### src/rtl/trap_ctrl_pkg.sv
`default_nettype none
// +--------------------------------------------------------------------+
// | trap_ctrl_pkg : CSR addresses, mcause bits and trap FSM encoding    |
// | Revision      : 1.0                                                 |
// +--------------------------------------------------------------------+
package trap_ctrl_pkg;

  localparam logic [11:0] CSR_MTVEC  = 12'h305;
  localparam logic [11:0] CSR_MEPC   = 12'h341;
  localparam logic [11:0] CSR_MCAUSE = 12'h342;
  localparam logic [11:0] CSR_MTVAL  = 12'h343;

  localparam logic [31:0] MCAUSE_IRQ_BIT = 32'h8000_0000;

  localparam logic [2:0] ST_IDLE       = 3'd0;
  localparam logic [2:0] ST_W_MEPC     = 3'd1;
  localparam logic [2:0] ST_W_MCAUSE   = 3'd2;
  localparam logic [2:0] ST_W_MTVAL    = 3'd3;
  localparam logic [2:0] ST_TRAP_REDIR = 3'd4;
  localparam logic [2:0] ST_MRET_REDIR = 3'd5;

  function automatic logic [31:0] align4(input logic [31:0] a);
    return {a[31:2], 2'b00};
  endfunction

endpackage
`default_nettype wire

### src/rtl/trap_target.sv
`default_nettype none
// +--------------------------------------------------------------------+
// | trap_target : handler address from mtvec (TRAP_VECTORED_EN adds     |
// |               vectored interrupt mode)                              |
// | Revision    : 1.0                                                   |
// +--------------------------------------------------------------------+
module trap_target
  import trap_ctrl_pkg::*;
(
  input  logic [31:0] mtvec,
  input  logic [4:0]  cap_cause,
  input  logic        cap_irq,
  output logic [31:0] handler
);

`ifdef TRAP_VECTORED_EN
  // Only mode 01 with an interrupt is vectored; 10/11 fall back to direct.
  always_comb begin
    handler = align4(mtvec);
    if ((mtvec[1:0] == 2'b01) && cap_irq)
      handler = align4(mtvec) + {25'b0, cap_cause, 2'b00};
  end
`else
  logic unused_mode;
  assign unused_mode = &{1'b0, mtvec[1:0], cap_cause, cap_irq};

  always_comb begin
    handler = align4(mtvec);
  end
`endif

endmodule
`default_nettype wire

### src/rtl/trap_ctrl.sv
`default_nettype none
// +--------------------------------------------------------------------+
// | trap_ctrl : M-mode trap sequencer (mepc/mcause/mtval writes, fetch  |
// |             redirect, mret). Option: TRAP_VECTORED_EN               |
// | Revision  : 1.0                                                     |
// +--------------------------------------------------------------------+
module trap_ctrl
  import trap_ctrl_pkg::*;
#(
  parameter logic [30:0] IRQ_CAUSE = 31'd11
) (
  input  logic        clk,
  input  logic        rst_n,
  input  logic        exc_valid,
  input  logic [4:0]  exc_cause,
  input  logic [31:0] exc_tval,
  input  logic [31:0] pc,
  input  logic        irq_pending,
  input  logic        irq_enable,
  input  logic        mret_valid,
  input  logic [31:0] mtvec,
  input  logic [31:0] mepc,
  output logic        busy,
  output logic        csr_we,
  output logic [11:0] csr_waddr,
  output logic [31:0] csr_wdata,
  output logic        mstatus_trap,
  output logic        mstatus_mret,
  output logic        redirect_valid,
  output logic [31:0] redirect_pc
);

  logic [2:0]  state_q, state_d;
  logic [29:0] cap_pc_q, cap_pc_d;
  logic [31:0] cap_cause_q, cap_cause_d;
  logic [31:0] cap_tval_q, cap_tval_d;
  logic        cap_irq_q, cap_irq_d;
  logic [31:0] handler;

  logic unused_lsb;
  assign unused_lsb = &{1'b0, pc[1:0]};

  always_comb begin
    state_d     = state_q;
    cap_pc_d    = cap_pc_q;
    cap_cause_d = cap_cause_q;
    cap_tval_d  = cap_tval_q;
    cap_irq_d   = cap_irq_q;
    case (state_q)
      ST_IDLE: begin
        if (exc_valid) begin
          state_d     = ST_W_MEPC;
          cap_pc_d    = pc[31:2];
          cap_cause_d = {27'b0, exc_cause};
          cap_tval_d  = exc_tval;
          cap_irq_d   = 1'b0;
        end else if (irq_pending && irq_enable) begin
          state_d     = ST_W_MEPC;
          cap_pc_d    = pc[31:2];
          cap_cause_d = MCAUSE_IRQ_BIT | {1'b0, IRQ_CAUSE};
          cap_tval_d  = 32'h0;
          cap_irq_d   = 1'b1;
        end else if (mret_valid) begin
          state_d = ST_MRET_REDIR;
        end
      end
      ST_W_MEPC:     state_d = ST_W_MCAUSE;
      ST_W_MCAUSE:   state_d = ST_W_MTVAL;
      ST_W_MTVAL:    state_d = ST_TRAP_REDIR;
      ST_TRAP_REDIR: state_d = ST_IDLE;
      ST_MRET_REDIR: state_d = ST_IDLE;
      default:       state_d = ST_IDLE;
    endcase
  end

  always_ff @(posedge clk) begin
    if (!rst_n) begin
      state_q     <= ST_IDLE;
      cap_pc_q    <= '0;
      cap_cause_q <= '0;
      cap_tval_q  <= '0;
      cap_irq_q   <= 1'b0;
    end else begin
      state_q     <= state_d;
      cap_pc_q    <= cap_pc_d;
      cap_cause_q <= cap_cause_d;
      cap_tval_q  <= cap_tval_d;
      cap_irq_q   <= cap_irq_d;
    end
  end

  trap_target u_trap_target (
    .mtvec     (mtvec),
    .cap_cause (cap_cause_q[4:0]),
    .cap_irq   (cap_irq_q),
    .handler   (handler)
  );

  // Moore decode: mtvec/mepc are read live in the redirect states on purpose.
  always_comb begin
    busy           = (state_q != ST_IDLE);
    csr_we         = 1'b0;
    csr_waddr      = 12'h0;
    csr_wdata      = 32'h0;
    mstatus_trap   = 1'b0;
    mstatus_mret   = 1'b0;
    redirect_valid = 1'b0;
    redirect_pc    = 32'h0;
    case (state_q)
      ST_W_MEPC: begin
        csr_we       = 1'b1;
        csr_waddr    = CSR_MEPC;
        csr_wdata    = {cap_pc_q, 2'b00};
        mstatus_trap = 1'b1;
      end
      ST_W_MCAUSE: begin
        csr_we    = 1'b1;
        csr_waddr = CSR_MCAUSE;
        csr_wdata = cap_cause_q;
      end
      ST_W_MTVAL: begin
        csr_we    = 1'b1;
        csr_waddr = CSR_MTVAL;
        csr_wdata = cap_tval_q;
      end
      ST_TRAP_REDIR: begin
        redirect_valid = 1'b1;
        redirect_pc    = handler;
      end
      ST_MRET_REDIR: begin
        redirect_valid = 1'b1;
        redirect_pc    = align4(mepc);
        mstatus_mret   = 1'b1;
      end
      default: ;
    endcase
  end

endmodule
`default_nettype wire

### config.mk
export PLATFORM = sky130hd
export DESIGN_NAME = trap_ctrl
export DESIGN_NICKNAME = d
export VERILOG_FILES = /design/src/rtl/trap_ctrl_pkg.sv /design/src/rtl/trap_target.sv /design/src/rtl/trap_ctrl.sv
export SDC_FILE = /design/constraint.sdc
export NUM_CORES = 1
export LEC_CHECK = 0
export CAP_MARGIN = 20
export CORE_UTILIZATION = 34
export DETAILED_ROUTE_END_ITERATION = 10
export GPL_ROUTABILITY_DRIVEN = 1
export PLACE_DENSITY = 0.77
export SLEW_MARGIN = 40
export SYNTH_ARGS = -nofsm -noshare
export SYNTH_HDL_FRONTEND = slang
export SYNTH_SLANG_ARGS = --single-unit
### constraint.sdc
create_clock -name clk -period 1.45 [get_ports clk]
set_input_delay 0.29 -clock clk [delete_from_list [all_inputs] [get_ports clk]]
set_output_delay 0.29 -clock clk [all_outputs]
set_load 0.1 [all_outputs]
==> results.sh, run 1 <==
export IMPL_status="finished with violations"
export IMPL_failed_checks="negative setup slack"
export IMPL_insertion_delay_ns=0.35
export IMPL_finalMaxSlewViolations=0
export IMPL_max_cap_violations=0
export IMPL_cts_made_buffers=9
export IMPL_reg2reg_slack_ns=-0.28
export IMPL_synth_top_area_share_pct=38.8
export IMPL_fin_skew_ns=0.00668
export IMPL_internal_power_mw=5.38
export IMPL_viasPerCell=5.14
export IMPL_max_freq_mhz=520
export IMPL_nets=791
export IMPL_synth_seq_area_share_pct=38.8
export IMPL_yosysUniqueCellTypes=28
export IMPL_cts_tree="built"
export IMPL_cp_required_ns=1.16
export IMPL_detail_route_antenna_nets=0
export IMPL_rr_startpoint="state_q[0]"
export IMPL_port_buffers=204
export IMPL_grt_max_degree=47
export IMPL_min_to="state_q[0]"
export IMPL_setup_viol=140
export IMPL_rr_worst_depth=9
export IMPL_rsz0062_at_grt="true"
export IMPL_clock_sinks=71
export IMPL_post_route_util_pct=83.8
export IMPL_die_w_um=106
export IMPL_routed_wl_um=16600
export IMPL_grt_pass1_wl_um=21800
export IMPL_hold_viol=0
export IMPL_endpoint_kind="output pin"
export IMPL_clockBufferDepth=2
export IMPL_irDropWorstVdd_mv=0.606
export IMPL_yosys_register_bits=71
export IMPL_worst_setup_path_type="register to output pin"
export IMPL_antenna_found_initial=0
export IMPL_drc=0
export IMPL_diodes=0
export IMPL_whs_path_depth=3
export IMPL_vias=4074
export IMPL_cp_arrival_ns=1.63
export IMPL_r2r_end="cap_tval_q[31]"
export IMPL_first_global_vias=4192
export IMPL_h_tree_depth=3
export IMPL_place_area_mm2=0.00729
export IMPL_start_util_pct=35.3
export IMPL_drive_gt1_share_pct=46.7
export IMPL_p_switching_mw=3.45
export IMPL_p_per_area_mw_per_mm2=1020
export IMPL_die_y_um=106
export IMPL_fp_row_count=37
export IMPL_final_area_mm2=0.00869
export IMPL_drt_first_pass_iters=4
export IMPL_gr_total_overflow=0
export IMPL_holdBufCountCts=0
export IMPL_drt_iter0_markers=159
export IMPL_place_ws_ns=-0.398
export IMPL_synth_avg_cell_area_um2=9.13
export IMPL_finalCritPeriodShare_pct=133
export IMPL_critPathMaxFanout=15
export IMPL_p_sw_share_pct=39.0
export IMPL_coreArea_mm2=0.0104
export IMPL_routedWlPerCell_um=20.9
export IMPL_worstHoldStart="rst_n"
export IMPL_area_growth_pct=137
export IMPL_synthCells=401
export IMPL_power_frac_seq_pct=26.3
export IMPL_cts_root_buffer="clkbuf_8"
export IMPL_final_setup_worst_slack_ns=-0.471
export IMPL_power_leakage_nw=3.23
export IMPL_io_pins=220
export IMPL_clk_pin_slew_worst_paths_ns=0.07
export IMPL_syn_area_mm2=0.00366
export IMPL_dieArea_mm2=0.0112
export IMPL_synthTopCellsByArea="dfxtp_1 39%, mux2i_1 24%, a22o_1 8.1%"
export IMPL_start_kind="register"
export IMPL_gp_congestion=0.788
export IMPL_power_frac_clock_pct=20.2
export IMPL_yosys_warnings=0
export IMPL_dp_hpwl_um=9680
export IMPL_fin_crit_ns=1.92
export IMPL_hold_path_class="input port to register"
export IMPL_track_usage_pct=25.1
export IMPL_yosysTopAreaCell="dfxtp_1"
export IMPL_comb_power_share_pct=53.5
==> state kept, by name, summed over array words and instances (netlist names) <==
| signal | cells |
|---|---|
| cap_tval_q | 32 |
| cap_pc_q | 30 |
| cap_cause_q | 6 |
| state_q | 3 |
==> logic make-up (layout without fill, tap and decap cells) <==
| group | count (synthesis) | in the layout | synth area share (%) |
|---|---|---|---|
| compound gates | 46 | 46 | 11.1 |
| buf+inv | 51 | 299 | 9.36 |
| simple gates | 139 | 139 | 15.1 |
| xor+xnor | 1 | 1 | 0.239 |
| flops | 71 | 71 | 38.8 |
| other cells | 1 | 9 | 0.102 |
| mux | 92 | 92 | 25.3 |
==> worst max-delay path by stage <==
stage | from | end | slack [ns] | depth (start not counted)
after floorplan | state_q[2] | csr_wdata[11] | -0.12 | 4
after global placement | exc_valid | cap_tval_q[23] | -0.57 | 4
after detailed placement | exc_valid | cap_pc_q[14] | -0.40 | 6
after CTS | state_q[1] | csr_wdata[2] | -0.46 | 5
after global routing | state_q[1] | csr_wdata[22] | -0.52 | 5
final | state_q[1] | csr_wdata[22] | -0.47 | 5
==> what timing repair did <==
action                     4_1_cts  5_1_grt
setup endpoints to repair      133      140
cloned                           7        6
resized for setup               65       74
pin swaps                        8       50
buffers inserted                11       14
==> power groups by stage <==
stage               Sequential [mW]  Combinational, mW  Clock, mW
floorplan                      2.28               2.55          0
global placement               2.31               3.61          0
detailed placement             2.32               3.69          0
CTS                            2.29               4.19       1.79
global route                   2.35               4.86       1.88
finish                         2.32               4.72       1.78
==> worst max-delay path, cell delays in order (launching register included) <==
cell and delay, ns:
dfxtp_4 0.39, buf_6 0.13, buf_12 0.17, mux2i_2 0.34
nor2_4 0.08, buf_12 0.17
==> cells in the mapped netlist <==
| cell type | count |
|---|---|
| clkbuf_1 | 8 |
| nand2b_1 | 3 |
| nand4b_1 | 1 |
| o221a_2 | 3 |
| o311a_1 | 1 |
| a21boi_2 | 1 |
| nor2b_1 | 1 |
| and3_1 | 1 |
| a21oi_1 | 1 |
| buf_6 | 5 |
| a21o_1 | 1 |
| a22oi_1 | 4 |
| o211a_1 | 1 |
| nand2_1 | 65 |
| conb_1 | 1 |
| buf_4 | 12 |
| and2_1 | 1 |
| nor3_4 | 1 |
| inv_1 | 6 |
| buf_1 | 1 |
| xnor2_1 | 1 |
| buf_2 | 16 |
| dfxtp_1 | 71 |
| a22o_1 | 34 |
| mux2_2 | 4 |
| nor2_1 | 66 |
| mux2i_1 | 88 |
| buf_12 | 3 |
==> per-layer routing <==
layer	vias up	part of all wire [%]	global-route usage (%)
met5	-	0	0
met4	0	2.4	10.7
li1	1868	-	-
met1	1973	36	26.7
met3	29	7.8	5.38
met2	204	54	47.4
==> stage by stage <==
step           setup TNS [ns]  hold slack (ns)  cells  total power [mW]
4_1_cts                -34.84            0.410    776              8.28
3_5_place_dp           -23.33            0.446    742              6.01
2_1_floorplan           -7.82            0.416    409              4.83
3_3_place_gp           -33.20            0.442    740              5.93
5_1_grt                -49.91            0.445    793              9.08
6_report               -42.99            0.431    793              8.83
==> placed cells by master, fill, tap and decap left out, types with 2 or more instances in the layout <==
master	count
dfxtp_4	3
o221a_4	3
mux2i_1	37
clkbuf_16	6
a22oi_2	4
buf_16	7
buf_12	88
mux2i_4	28
mux2_2	3
bufinv_16	2
buf_8	2
a22o_1	34
mux2i_2	23
conb_1	9
nor2_4	64
clkdlybuf4s50_1	131
clkinvlp_4	4
buf_6	19
dfxtp_1	68
clkbuf_8	10
nand2b_4	2
nand2_1	61
nor2_1	2
buf_4	23
nand2_8	3
==> final cells by class <==
| class | count | area, µm² |
|---|---|---|
| Timing Repair Buffer | 277 | 3840 |
| Multi-Input combinational cell | 287 | 2990 |
| Fill cell | 527 | 1680 |
| Sequential cell | 71 | 1430 |
| Tap cell | 136 | 170 |
| Clock buffer | 11 | 141 |
| Clock inverter | 5 | 81.3 |
| Inverter | 6 | 41.3 |
(Power assumes the default switching activity.)
==> run 2: changes to the inputs <==
--- a/config.mk
+++ b/config.mk
@@ -7,6 +7,8 @@
 export LEC_CHECK = 0
 export CAP_MARGIN = 20
 export CORE_UTILIZATION = 34
+export CTS_BUF_LIST = sky130_fd_sc_hd__clkbuf_16
+export CTS_CLUSTER_DIAMETER = 50
 export DETAILED_ROUTE_END_ITERATION = 10
 export GPL_ROUTABILITY_DRIVEN = 1
 export PLACE_DENSITY = 0.77
==> run 2 against run 1 <==
The flow still finishes with violations (negative setup slack). Global-route usage is 0.79 points higher. Hold slack better by 0.029 ns. Largest power group unchanged. Clock skew is 0.00081 ns higher. Sequential power hardly changed. Register-to-register slack better by 0.09 ns. First-iteration DRC count is 53% higher.
==> results.sh, run 2 (synthesized netlist as in run 1, its figures left out) <==
export IMPL_nets=791
export IMPL_status="finished with violations"
export IMPL_final_cell_mix="131 x clkdlybuf4s50_1, 88 x buf_12, 68 x dfxtp_1"
export IMPL_routedWlPerCell_um=21.3
export IMPL_detail_route_antenna_nets=0
export IMPL_antenna_found_initial=0
export IMPL_cp_required_ns=1.16
export IMPL_cts_root_buffer="clkbuf_16"
export IMPL_viasPerCell=5.24
export IMPL_routed_wl_um=16900
export IMPL_regMostFlops="cap_tval_q"
export IMPL_final_setup_worst_slack_ns=-0.456
export IMPL_area_growth_pct=139
export IMPL_vias=4152
export IMPL_cp_arrival_ns=1.62
export IMPL_diodes=0
export IMPL_drc=0
export IMPL_h_tree_depth=3
export IMPL_start_kind="register"
export IMPL_power_leakage_nw=3.27
export IMPL_max_cap_violations=0
export IMPL_start_util_pct=35.3
export IMPL_setup_viol=131
export IMPL_clock_sinks=71
export IMPL_finalCritPeriodShare_pct=131
export IMPL_insertion_delay_ns=0.33
export IMPL_track_usage_pct=25.9
export IMPL_largest_reg_flops=32
export IMPL_port_buffers=204
export IMPL_failed_checks="negative setup slack"
export IMPL_grt_pass1_wl_um=22500
export IMPL_drt_iter0_markers=244
export IMPL_dp_hpwl_um=9680
export IMPL_drive_gt1_share_pct=46.1
export IMPL_die_y_um=106
export IMPL_mostFrequentLayoutCell="clkdlybuf4s50_1"
export IMPL_clockBufferDepth=2
export IMPL_finalPower_mw=9.39
export IMPL_grt_max_degree=47
export IMPL_finalMaxSlewViolations=0
export IMPL_finalNonFillerCells=793
export IMPL_gp_congestion=0.788
export IMPL_gr_total_overflow=0
export IMPL_hold_viol=0
export IMPL_cts_tree="built"
export IMPL_fillers=499
export IMPL_regArea_mm2=0.00143
export IMPL_worst_setup_path_type="register to output pin"
export IMPL_drt_first_pass_iters=5
export IMPL_coreArea_mm2=0.0104
export IMPL_hold_path_class="register to register"
export IMPL_dieArea_mm2=0.0112
export IMPL_fin_skew_ns=0.00749
export IMPL_critPathMaxFanout=5
export IMPL_cts_made_buffers=9
export IMPL_fp_row_count=37
export IMPL_max_freq_mhz=525
export IMPL_fin_crit_ns=1.91
export IMPL_die_w_um=106
export IMPL_multi_input_area_mm2=0.00296
export IMPL_p_per_area_mw_per_mm2=1070
export IMPL_irDropWorstVdd_mv=0.865
export IMPL_rsz0062_at_grt="true"
export IMPL_clk_pin_slew_worst_paths_ns=0.06
export IMPL_first_global_vias=4272
export IMPL_io_pins=220
export IMPL_reg_top3="cap_tval_q x32, cap_pc_q x30, cap_cause_q x6"
export IMPL_endpoint_kind="output pin"
export IMPL_dp_cells=742
[run 2: cell types whose count changed in the layout (fill, tap and decap cells not counted), sizes merged]
cell	previous run	this run
buf	140	139
clkbuf	17	16
inv	3	4
clkinv	2	3
[run 2: power by group]
group / total, mW / leakage, nW / internal (mW) / switching (mW)
clock network: 2.35 / 0.154 / 1.49 / 0.860
logic: 4.70 / 2.53 / 2.20 / 2.51
registers: 2.33 / 0.585 / 2.16 / 0.168
[run 2: cell type report]
class | count | share of cell area (%)
Tap cell | 136 | 1.94
Sequential cell | 71 | 16.3
Clock buffer | 9 | 2.57
Inverter | 6 | 0.442
Multi-Input combinational cell | 287 | 33.8
Timing Repair Buffer | 277 | 43.9
Clock inverter | 7 | 1.01
[run 2: what timing repair did]
item                       CTS  global route
hold buffers                 0             0
setup endpoints to repair  135           140
resized for setup           68            59
setup buffers                9            14
pin swaps                    7            40
cloned                       7             7
[run 2: stage by stage]
| stage | util, % | hold slack, ns | instance area [µm²] | worst slack [ns] | TNS [ns] |
|---|---|---|---|---|---|
| floorplan | - | 0.416 | 4430 | -0.122 | -7.82 |
| global placement | 70.1 | 0.442 | 7260 | -0.571 | -33.20 |
| detailed placement | 70.3 | 0.446 | 7290 | -0.398 | -23.33 |
| CTS | 78.6 | 0.451 | 8150 | -0.417 | -31.53 |
| global route | 84.5 | 0.481 | 8770 | -0.472 | -39.17 |
| finish | 84.5 | 0.460 | 8770 | -0.456 | -34.19 |
[run 2: routing by layer]
layer	global-route usage (%)	part of all wire, %	vias to the layer above	wire (µm)
met1	27.3	35	1999	5930
met3	5.07	8.1	47	1370
met2	50.2	54	248	9080
met4	9.72	3.1	0	531
met5	0	0	-	0
li1	-	-	1858	-
[run 2: final timing paths]
| kind | slack (ns) | to | startpoint | cells after the start |
|---|---|---|---|---|
| worst max-delay path | -0.46 | csr_wdata[31] | state_q[0] | 6 |
| worst min register to register | 0.46 | cap_pc_q[13] | cap_pc_q[13] | 2 |
| worst max register to register | -0.19 | cap_tval_q[16] | state_q[2] | 8 |
| worst min-delay path | 0.46 | cap_pc_q[13] | cap_pc_q[13] | 2 |
[run 2: critical path: stages, from the launching register on]
cell and delay, ns:
dfxtp_4 0.36, buf_12 0.14, buf_12 0.13, nor2b_4 0.20
a22oi_2 0.13, nor2_4 0.14, buf_12 0.18
